$ cat src/rtl/keypad_pkg.sv
// Shared definitions for the 4x4 keypad scanner peripheral: register map,
// register bit positions, scanner states and a row-priority helper.
package keypad_pkg;

    localparam int KEY_W = 4;

    localparam int KP_STATUS = 4'h0;
    localparam int KP_DATA   = 4'h2;
    localparam int KP_CTRL   = 4'h4;

    localparam int ST_EMPTY_BIT = 0;
    localparam int ST_FULL_BIT  = 1;
    localparam int ST_OVF_BIT   = 2;
    localparam int ST_EN_BIT    = 3;
    localparam int ST_CNT_LSB   = 4;

    localparam int CTRL_EN_BIT    = 0;
    localparam int CTRL_FLUSH_BIT = 1;

    typedef enum logic [1:0] {
        ST_IDLE,
        ST_SCAN,
        ST_DEBOUNCE,
        ST_RELEASE
    } kp_state_e;

    // Index of the lowest-numbered row pulled low (rows are active-low).
    function automatic logic [1:0] lowest_low(input logic [3:0] rows);
        lowest_low = 2'd0;
        for (int i = 3; i >= 0; i--) begin
            if (!rows[i]) lowest_low = 2'(i);
        end
    endfunction

endpackage

$ cat src/rtl/key_fifo.sv
// Small power-of-two FIFO holding debounced key codes; head is read straight
// from the registered storage so it always reflects committed state.
module key_fifo #(
    parameter int WIDTH = 4,
    parameter int DEPTH = 4
) (
    input  logic                     clk,
    input  logic                     rst_n,
    input  logic                     push,
    input  logic                     pop,
    input  logic                     flush,
    input  logic [WIDTH-1:0]         din,
    output logic [WIDTH-1:0]         dout,
    output logic [$clog2(DEPTH):0]   count,
    output logic                     full,
    output logic                     empty
);

    localparam int AW = $clog2(DEPTH);
    localparam int CW = AW + 1;

    logic [WIDTH-1:0] r_mem [DEPTH];
    logic [AW-1:0]    r_wr_ptr;
    logic [AW-1:0]    r_rd_ptr;
    logic [CW-1:0]    r_count;
    logic             w_do_push;
    logic             w_do_pop;

    assign full      = (r_count == CW'(DEPTH));
    assign empty     = (r_count == '0);
    assign count     = r_count;
    assign dout      = r_mem[r_rd_ptr];
    assign w_do_push = push && !full && !flush;
    assign w_do_pop  = pop && !empty && !flush;

    // NOTE: state registers use non-blocking assignments so every flop samples pre-edge values.
    always_ff @(posedge clk or negedge rst_n) begin
        if (!rst_n) begin
            r_wr_ptr <= '0;
            r_rd_ptr <= '0;
            r_count  <= '0;
        end else if (flush) begin
            r_wr_ptr <= '0;
            r_rd_ptr <= '0;
            r_count  <= '0;
        end else begin
            if (w_do_push) r_wr_ptr <= r_wr_ptr + 1'b1;
            if (w_do_pop)  r_rd_ptr <= r_rd_ptr + 1'b1;
            case ({w_do_push, w_do_pop})
                2'b10:   r_count <= r_count + 1'b1;
                2'b01:   r_count <= r_count - 1'b1;
                default: r_count <= r_count;
            endcase
        end
    end

    // NOTE: storage is not reset; the pointers and count alone define which entries are valid.
    always_ff @(posedge clk) begin
        if (w_do_push) r_mem[r_wr_ptr] <= din;
    end

endmodule

$ cat src/rtl/peripheral_keypad.sv
// Memory-mapped 4x4 keypad scanner: walks active-low columns, debounces the
// returned rows and queues {col,row} key codes for the CPU to pop.
module peripheral_keypad
    import keypad_pkg::*;
#(
    parameter int tamPro   = 16,
    parameter int tamAddr  = 4,
    parameter int DEPTH    = 4,
    parameter int SCAN_DIV = 5000,
    parameter int DEB_CNT  = 20000
) (
    input  logic               clk,
    input  logic               rst_n,
    input  logic               cs,
    input  logic               rd,
    input  logic               wr,
    input  logic [tamAddr-1:0] addr,
    input  logic [tamPro-1:0]  din,
    output logic [tamPro-1:0]  dout,
    input  logic [3:0]         rows,
    output logic [3:0]         cols
);

    localparam int DIV_W = $clog2(SCAN_DIV + 1);
    localparam int DEB_W = $clog2(DEB_CNT + 1);
    localparam int CW    = $clog2(DEPTH) + 1;

    logic [3:0]        r_rows_meta;
    logic [3:0]        r_rows_sync;
    logic              r_enable;
    logic              r_overflow;
    logic [tamPro-1:0] r_dout;

    kp_state_e         r_state, w_state_nx;
    logic [1:0]        r_col, w_col_nx;
    logic [DIV_W-1:0]  r_div, w_div_nx;
    logic [DEB_W-1:0]  r_deb, w_deb_nx;
    logic [KEY_W-1:0]  r_code, w_code_nx;
    logic              w_push;

    logic              w_rd_any, w_wr_any, w_rd_status, w_rd_data, w_wr_ctrl;
    logic              w_flush, w_pop;
    logic [KEY_W-1:0]  w_head;
    logic [CW-1:0]     w_count;
    logic              w_full, w_empty;
    logic [tamPro-1:0] w_status, w_rd_mux;
    logic              w_unused_din;

    // Rows come from mechanical switches with no relation to clk.
    always_ff @(posedge clk or negedge rst_n) begin
        if (!rst_n) begin
            r_rows_meta <= 4'hF;
            r_rows_sync <= 4'hF;
        end else begin
            r_rows_meta <= rows;
            r_rows_sync <= r_rows_meta;
        end
    end

    assign w_rd_any     = cs && rd && !wr;
    assign w_wr_any     = cs && wr;
    assign w_rd_status  = w_rd_any && (addr == tamAddr'(KP_STATUS));
    assign w_rd_data    = w_rd_any && (addr == tamAddr'(KP_DATA));
    assign w_wr_ctrl    = w_wr_any && (addr == tamAddr'(KP_CTRL));
    assign w_flush      = w_wr_ctrl && din[CTRL_FLUSH_BIT];
    assign w_pop        = w_rd_data && !w_empty;
    assign w_unused_din = ^din[tamPro-1:2];

    key_fifo #(
        .WIDTH (KEY_W),
        .DEPTH (DEPTH)
    ) u_fifo (
        .clk   (clk),
        .rst_n (rst_n),
        .push  (w_push),
        .pop   (w_pop),
        .flush (w_flush),
        .din   (r_code),
        .dout  (w_head),
        .count (w_count),
        .full  (w_full),
        .empty (w_empty)
    );

    always_ff @(posedge clk or negedge rst_n) begin
        if (!rst_n) begin
            r_state <= ST_IDLE;
            r_col   <= '0;
            r_div   <= '0;
            r_deb   <= '0;
            r_code  <= '0;
        end else begin
            r_state <= w_state_nx;
            r_col   <= w_col_nx;
            r_div   <= w_div_nx;
            r_deb   <= w_deb_nx;
            r_code  <= w_code_nx;
        end
    end

    // NOTE: every output of this block gets a default first, so no path can infer a latch.
    always_comb begin
        w_state_nx = r_state;
        w_col_nx   = r_col;
        w_div_nx   = r_div;
        w_deb_nx   = r_deb;
        w_code_nx  = r_code;
        w_push     = 1'b0;

        if (!r_enable) begin
            w_state_nx = ST_IDLE;
            w_col_nx   = '0;
            w_div_nx   = '0;
            w_deb_nx   = '0;
        end else begin
            case (r_state)
                ST_IDLE: begin
                    w_state_nx = ST_SCAN;
                    w_col_nx   = '0;
                    w_div_nx   = '0;
                end
                ST_SCAN: begin
                    if (r_div == DIV_W'(SCAN_DIV - 1)) begin
                        w_div_nx = '0;
                        if (r_rows_sync != 4'hF) begin
                            w_code_nx  = {r_col, lowest_low(r_rows_sync)};
                            w_state_nx = ST_DEBOUNCE;
                            w_deb_nx   = '0;
                        end else begin
                            w_col_nx = r_col + 2'd1;
                        end
                    end else begin
                        w_div_nx = r_div + 1'b1;
                    end
                end
                ST_DEBOUNCE: begin
                    if (r_rows_sync[r_code[1:0]]) begin
                        w_state_nx = ST_SCAN;
                        w_col_nx   = r_col + 2'd1;
                        w_div_nx   = '0;
                    end else if (r_deb == DEB_W'(DEB_CNT - 1)) begin
                        w_push     = 1'b1;
                        w_state_nx = ST_RELEASE;
                        w_deb_nx   = '0;
                    end else begin
                        w_deb_nx = r_deb + 1'b1;
                    end
                end
                ST_RELEASE: begin
                    if (r_rows_sync != 4'hF) begin
                        w_deb_nx = '0;
                    end else if (r_deb == DEB_W'(DEB_CNT - 1)) begin
                        w_state_nx = ST_SCAN;
                        w_col_nx   = r_col + 2'd1;
                        w_div_nx   = '0;
                        w_deb_nx   = '0;
                    end else begin
                        w_deb_nx = r_deb + 1'b1;
                    end
                end
                default: w_state_nx = ST_IDLE;
            endcase
        end
    end

    assign cols = (r_state == ST_IDLE) ? 4'hF : ~(4'b0001 << r_col);

    always_comb begin
        w_status                = '0;
        w_status[ST_EMPTY_BIT]  = w_empty;
        w_status[ST_FULL_BIT]   = w_full;
        w_status[ST_OVF_BIT]    = r_overflow;
        w_status[ST_EN_BIT]     = r_enable;
        w_status                = w_status | (tamPro'(w_count) << ST_CNT_LSB);

        w_rd_mux = '0;
        if (w_rd_status) begin
            w_rd_mux = w_status;
        end else if (w_rd_data && !w_empty) begin
            w_rd_mux = tamPro'({1'b1, w_head});
        end
    end

    always_ff @(posedge clk or negedge rst_n) begin
        if (!rst_n) begin
            r_enable   <= 1'b0;
            r_overflow <= 1'b0;
            r_dout     <= '0;
        end else begin
            if (w_wr_ctrl) r_enable <= din[CTRL_EN_BIT];
            // A push that the FIFO refuses because it is full is the overflow event.
            if (w_flush) begin
                r_overflow <= 1'b0;
            end else if (w_push && w_full) begin
                r_overflow <= 1'b1;
            end
            if (w_rd_any) r_dout <= w_rd_mux;
        end
    end

    assign dout = r_dout;

endmodule

$ cat config.mk
export PLATFORM = sky130hd
export DESIGN_NAME = peripheral_keypad
export DESIGN_NICKNAME = d
export VERILOG_FILES = /design/src/rtl/keypad_pkg.sv /design/src/rtl/key_fifo.sv /design/src/rtl/peripheral_keypad.sv
export SDC_FILE = /design/constraint.sdc
export NUM_CORES = 1
export LEC_CHECK = 0
export CAP_MARGIN = 20
export CELL_PAD_IN_SITES_DETAIL_PLACEMENT = 1
export CELL_PAD_IN_SITES_GLOBAL_PLACEMENT = 1
export CORE_MARGIN = 3
export CORE_UTILIZATION = 44
export CTS_CLUSTER_SIZE = 25
export DETAILED_ROUTE_END_ITERATION = 10
export GPL_TIMING_DRIVEN = 0
export PLACE_DENSITY = 0.8
export SLEW_MARGIN = 10
export SYNTH_ARGS = -nofsm -noshare
export SYNTH_HDL_FRONTEND = slang
export SYNTH_SLANG_ARGS = --single-unit
export TNS_END_PERCENT = 1
$ cat constraint.sdc
create_clock -name clk -period 3.23 [get_ports clk]
set_input_delay 0.646 -clock clk [delete_from_list [all_inputs] [get_ports clk]]
set_output_delay 0.646 -clock clk [all_outputs]
set_load 0.01 [all_outputs]
==> flow_summary.yaml <==
outcome:
  run_status: "complete, no violations"
sta:
  timing_hold_violations_final: 0
  clock-skew-final_ns: 0.008869
  period_needed_ns: 2.960
  timing_worst_slew_pin_value_ns: 0.7862
  timing_max_transition_violations_final: 0
  grt_setup_unrepaired: "no"
  max_freq_mhz: 337.8
  setup-violations-final: 0
  max_slew_margin_pct: 47.58
  layout_worst_path_cycle_share_pct: 91.65
finish:
  nets: 479
  layout-area-overhead-vs-synth_pct: 15.58
  register_area_um2: 1993
  core_occupancy_in_the_finished_layout_pct: 53.18
  antenna-diode-count: 0
  filler_cell_count: 995
  final-instance-count-excl-fill: 547
  area_occupied_by_multi_input_gates_um2: 1913
  layout-drive-gt1-share_pct: 14.35
global_routing:
  groute.usage.overall_pct: 19.51
  grt_overflow: 0
  grt_max_degree: 61
  initial_antenna_violation_count: 0
  first_global_vias: 3284
  first_pass_grt_wire_length_um: 16120
clocking:
  ctsRootBufferMaster: "sky130_fd_sc_hd__clkbuf_8"
  cts_max_level: 3
  cts.clk_slew.worst_paths_ns: 0.08
  clk_latency_ns: 0.34
  cts_tree: "built"
  max-clock-path-buffers: 2
  cts_inserted_buffers: 9
  numClockSinks: 76
  cts_hold_buf: 0
logic_synthesis:
  top_cells_by_count_synth: "sky130_fd_sc_hd__dfrtp_1, sky130_fd_sc_hd__nand2_1, sky130_fd_sc_hd__o21ai_0"
  postSynthRegisterBits: 76
  postSynth.asyncResetShare_pct: 78.95
  synth_most_common_cell: "sky130_fd_sc_hd__dfrtp_1"
  yosys_most_used_dff: "sky130_fd_sc_hd__dfrtp_1"
  syn_inst: 387
  synthTopCellsByArea: "sky130_fd_sc_hd__dfrtp_1, sky130_fd_sc_hd__edfxtp_1, sky130_fd_sc_hd__dfstp_2"
  synth_top_cell_area_share_pct: 31.96
  synth_enable_flop_cells: 16
  average_cell_area_after_synthesis_um2: 10.52
  synthesis.yosys.warnings: 0
  mappedNetlistArea_um2: 4071
  yosys.cell_types.count: 58
  synth_top_area_cell: "sky130_fd_sc_hd__dfrtp_1"
  ys_seq_area_share_pct: 48.92
floorplan:
  placeableCoreArea_um2: 8848
  die_h_um: 102.2
  die_x_um: 102.2
  design.portCount: 49
  initial_utilization_pct: 46.01
  rows: 34
  die_area_um2: 10440
critical_path:
  worst_r2r_path_depth: 11
  worstPathRequired_ns: 3.44
  critical_path.startpoint_type: "flip-flop"
  crit_fanout: 6
  endpoint_kind: "flip-flop"
  critical_path_arrival_ns: 3.17
  rr_startpoint: "r_deb[5]"
  crit_type: "flip-flop to flip-flop"
  timing.reg2reg.setup_slack_ns: 0.27
  reg2reg_to: "u_fifo.count[2]"
place:
  io_buffers: 25
  place_hpwl_um: 6849
  place.detailed.instances: 528
  gp_congestion: 0.8339
drt:
  post-route-drc-count: 0
  wl_per_cell_um: 17.25
  antenna_violating_nets_post_route: 0
  route.final.wire_length_um: 9435
  via_count: 3145
  initialDrtViolationCount: 140
  detail_route.first_pass.iterations: 4
  post_drt_via_cell_ratio: 5.750
hold_path:
  hold_class: "input pin to async pin"
power:
  power_leakage_nw: 1.915
  total_power_mw: 2.679
  vdd_ir_drop_max_mv: 0.2881
  power_per_cell_area_nw_per_um2: 569.3
run:
  cap_violations: 0
## flip-flops by register name, summed over array words and instances, names as in the netlist
signal           cells
dout                 7
r_code               4
r_col                2
r_deb               15
r_div               13
r_enable             1
r_overflow           1
r_rows_meta          4
r_rows_sync          4
r_state              2
u_fifo.count         3
u_fifo.r_mem        16
u_fifo.r_rd_ptr      2
u_fifo.r_wr_ptr      2
## through the flow
stage               hold slack, ns  setup slack [ns]  TNS [ns]  instance area [um^2]
finish                      0.3587            0.2696         0                  4706
global route                0.3660          0.004255         0                  4706
CTS                         0.3594            0.1284         0                  4676
detailed placement          0.3481           -0.1081   -0.1825                  4484
global placement            0.3465           -0.5199    -26.76                  4487
floorplan                   0.3452            0.5577         0                  4101
## power breakdown
group | switching [mW] | internal (mW) | leakage, nW | total (mW)
clock network | 0.356 | 0.353 | 0.0926 | 0.708
registers | 0.0760 | 1.05 | 0.969 | 1.13
logic | 0.498 | 0.344 | 0.854 | 0.842
total | 0.930 | 1.75 | 1.92 | 2.68
## cell usage in the layout, fill, tap and decap left out, types with 3 or more instances in the layout
cell	n
sky130_fd_sc_hd__dfrtp_1	51
sky130_fd_sc_hd__nand2_1	40
sky130_fd_sc_hd__o21ai_0	39
sky130_fd_sc_hd__clkdlybuf4s50_1	24
sky130_fd_sc_hd__nor2_1	21
sky130_fd_sc_hd__nand3_1	17
sky130_fd_sc_hd__inv_1	16
sky130_fd_sc_hd__edfxtp_1	16
sky130_fd_sc_hd__ha_1	15
sky130_fd_sc_hd__o31ai_1	13
sky130_fd_sc_hd__buf_4	12
sky130_fd_sc_hd__nor3_1	11
sky130_fd_sc_hd__clkbuf_1	9
sky130_fd_sc_hd__conb_1	9
sky130_fd_sc_hd__clkbuf_8	9
sky130_fd_sc_hd__nand4_1	8
sky130_fd_sc_hd__mux2i_1	8
sky130_fd_sc_hd__dfstp_2	8
sky130_fd_sc_hd__and2_1	7
sky130_fd_sc_hd__nand2b_1	6
sky130_fd_sc_hd__and3_1	6
sky130_fd_sc_hd__mux4_2	5
sky130_fd_sc_hd__a21oi_1	5
sky130_fd_sc_hd__o41ai_1	5
sky130_fd_sc_hd__a31oi_1	4
sky130_fd_sc_hd__nor4_1	4
sky130_fd_sc_hd__o21ai_1	4
sky130_fd_sc_hd__a211oi_1	4
sky130_fd_sc_hd__a22oi_1	4
sky130_fd_sc_hd__xnor2_1	4
sky130_fd_sc_hd__nand3b_1	3
sky130_fd_sc_hd__and4_1	3
sky130_fd_sc_hd__buf_6	3
sky130_fd_sc_hd__or4_1	3
## logic make-up after synthesis
logic type,Yosys count,share of synthesized area [%]
flip-flops,76,48.92
multiplexers,14,5.009
other,1,0.09211
AND/OR/NAND/NOR,147,20.01
adder cells (fa/ha/maj),16,5.101
XOR/XNOR,6,1.291
buffers and inverters,39,5.040
AO/OA/AOI/OAI,88,14.54
## timing repair
action | CTS | global route
endpoints found under the hold margin | 0 | 0
endpoints found under the setup margin | 0 | 2
buffers inserted | 0 | 2
resized for setup | 0 | 3
## per-layer routing
metal,routed length [um],track usage (%),vias to the layer above
met5,0,0,-
met4,136,6.963,0
met3,315,3.003,12
met2,4661,32.63,62
met1,4323,25.81,1569
li1,-,-,1502
## how the worst max path moves through the flow
stage	end	cells past startpoint	slack (ns)	startpoint
finish	u_fifo.count[2]	11	0.27	r_deb[5]
global route	u_fifo.count[2]	11	0.004	r_deb[5]
CTS	u_fifo.count[2]	11	0.13	r_code[0]
detailed placement	u_fifo.count[1]	11	-0.11	addr[1]
global placement	r_div[11]	1	-0.52	rst_n
floorplan	u_fifo.count[2]	11	0.56	r_deb[5]
## worst max-delay path, cell delays in order (launching register included)
cell and delay [ns]:
sky130_fd_sc_hd__dfrtp_1 0.46, sky130_fd_sc_hd__or4_4 0.62, sky130_fd_sc_hd__nor4_2 0.27, sky130_fd_sc_hd__nand3_1 0.10
sky130_fd_sc_hd__nor2_1 0.24, sky130_fd_sc_hd__inv_1 0.08, sky130_fd_sc_hd__ha_1 0.23, sky130_fd_sc_hd__fa_1 0.39
sky130_fd_sc_hd__xnor2_1 0.13, sky130_fd_sc_hd__nor2_1 0.12, sky130_fd_sc_hd__xnor2_1 0.14, sky130_fd_sc_hd__nor2_1 0.06
## area by class of cell
class                           count  area share (%)
Sequential cell                    76           42.36
Clock inverter                      7           1.436
Tap cell                          108           2.872
Buffer                             23           3.084
Inverter                           16           1.276
Multi-Input combinational cell    280           40.65
Timing Repair Buffer               28           5.690
Clock buffer                        9           2.632
Power figures use the tool's default switching activity.
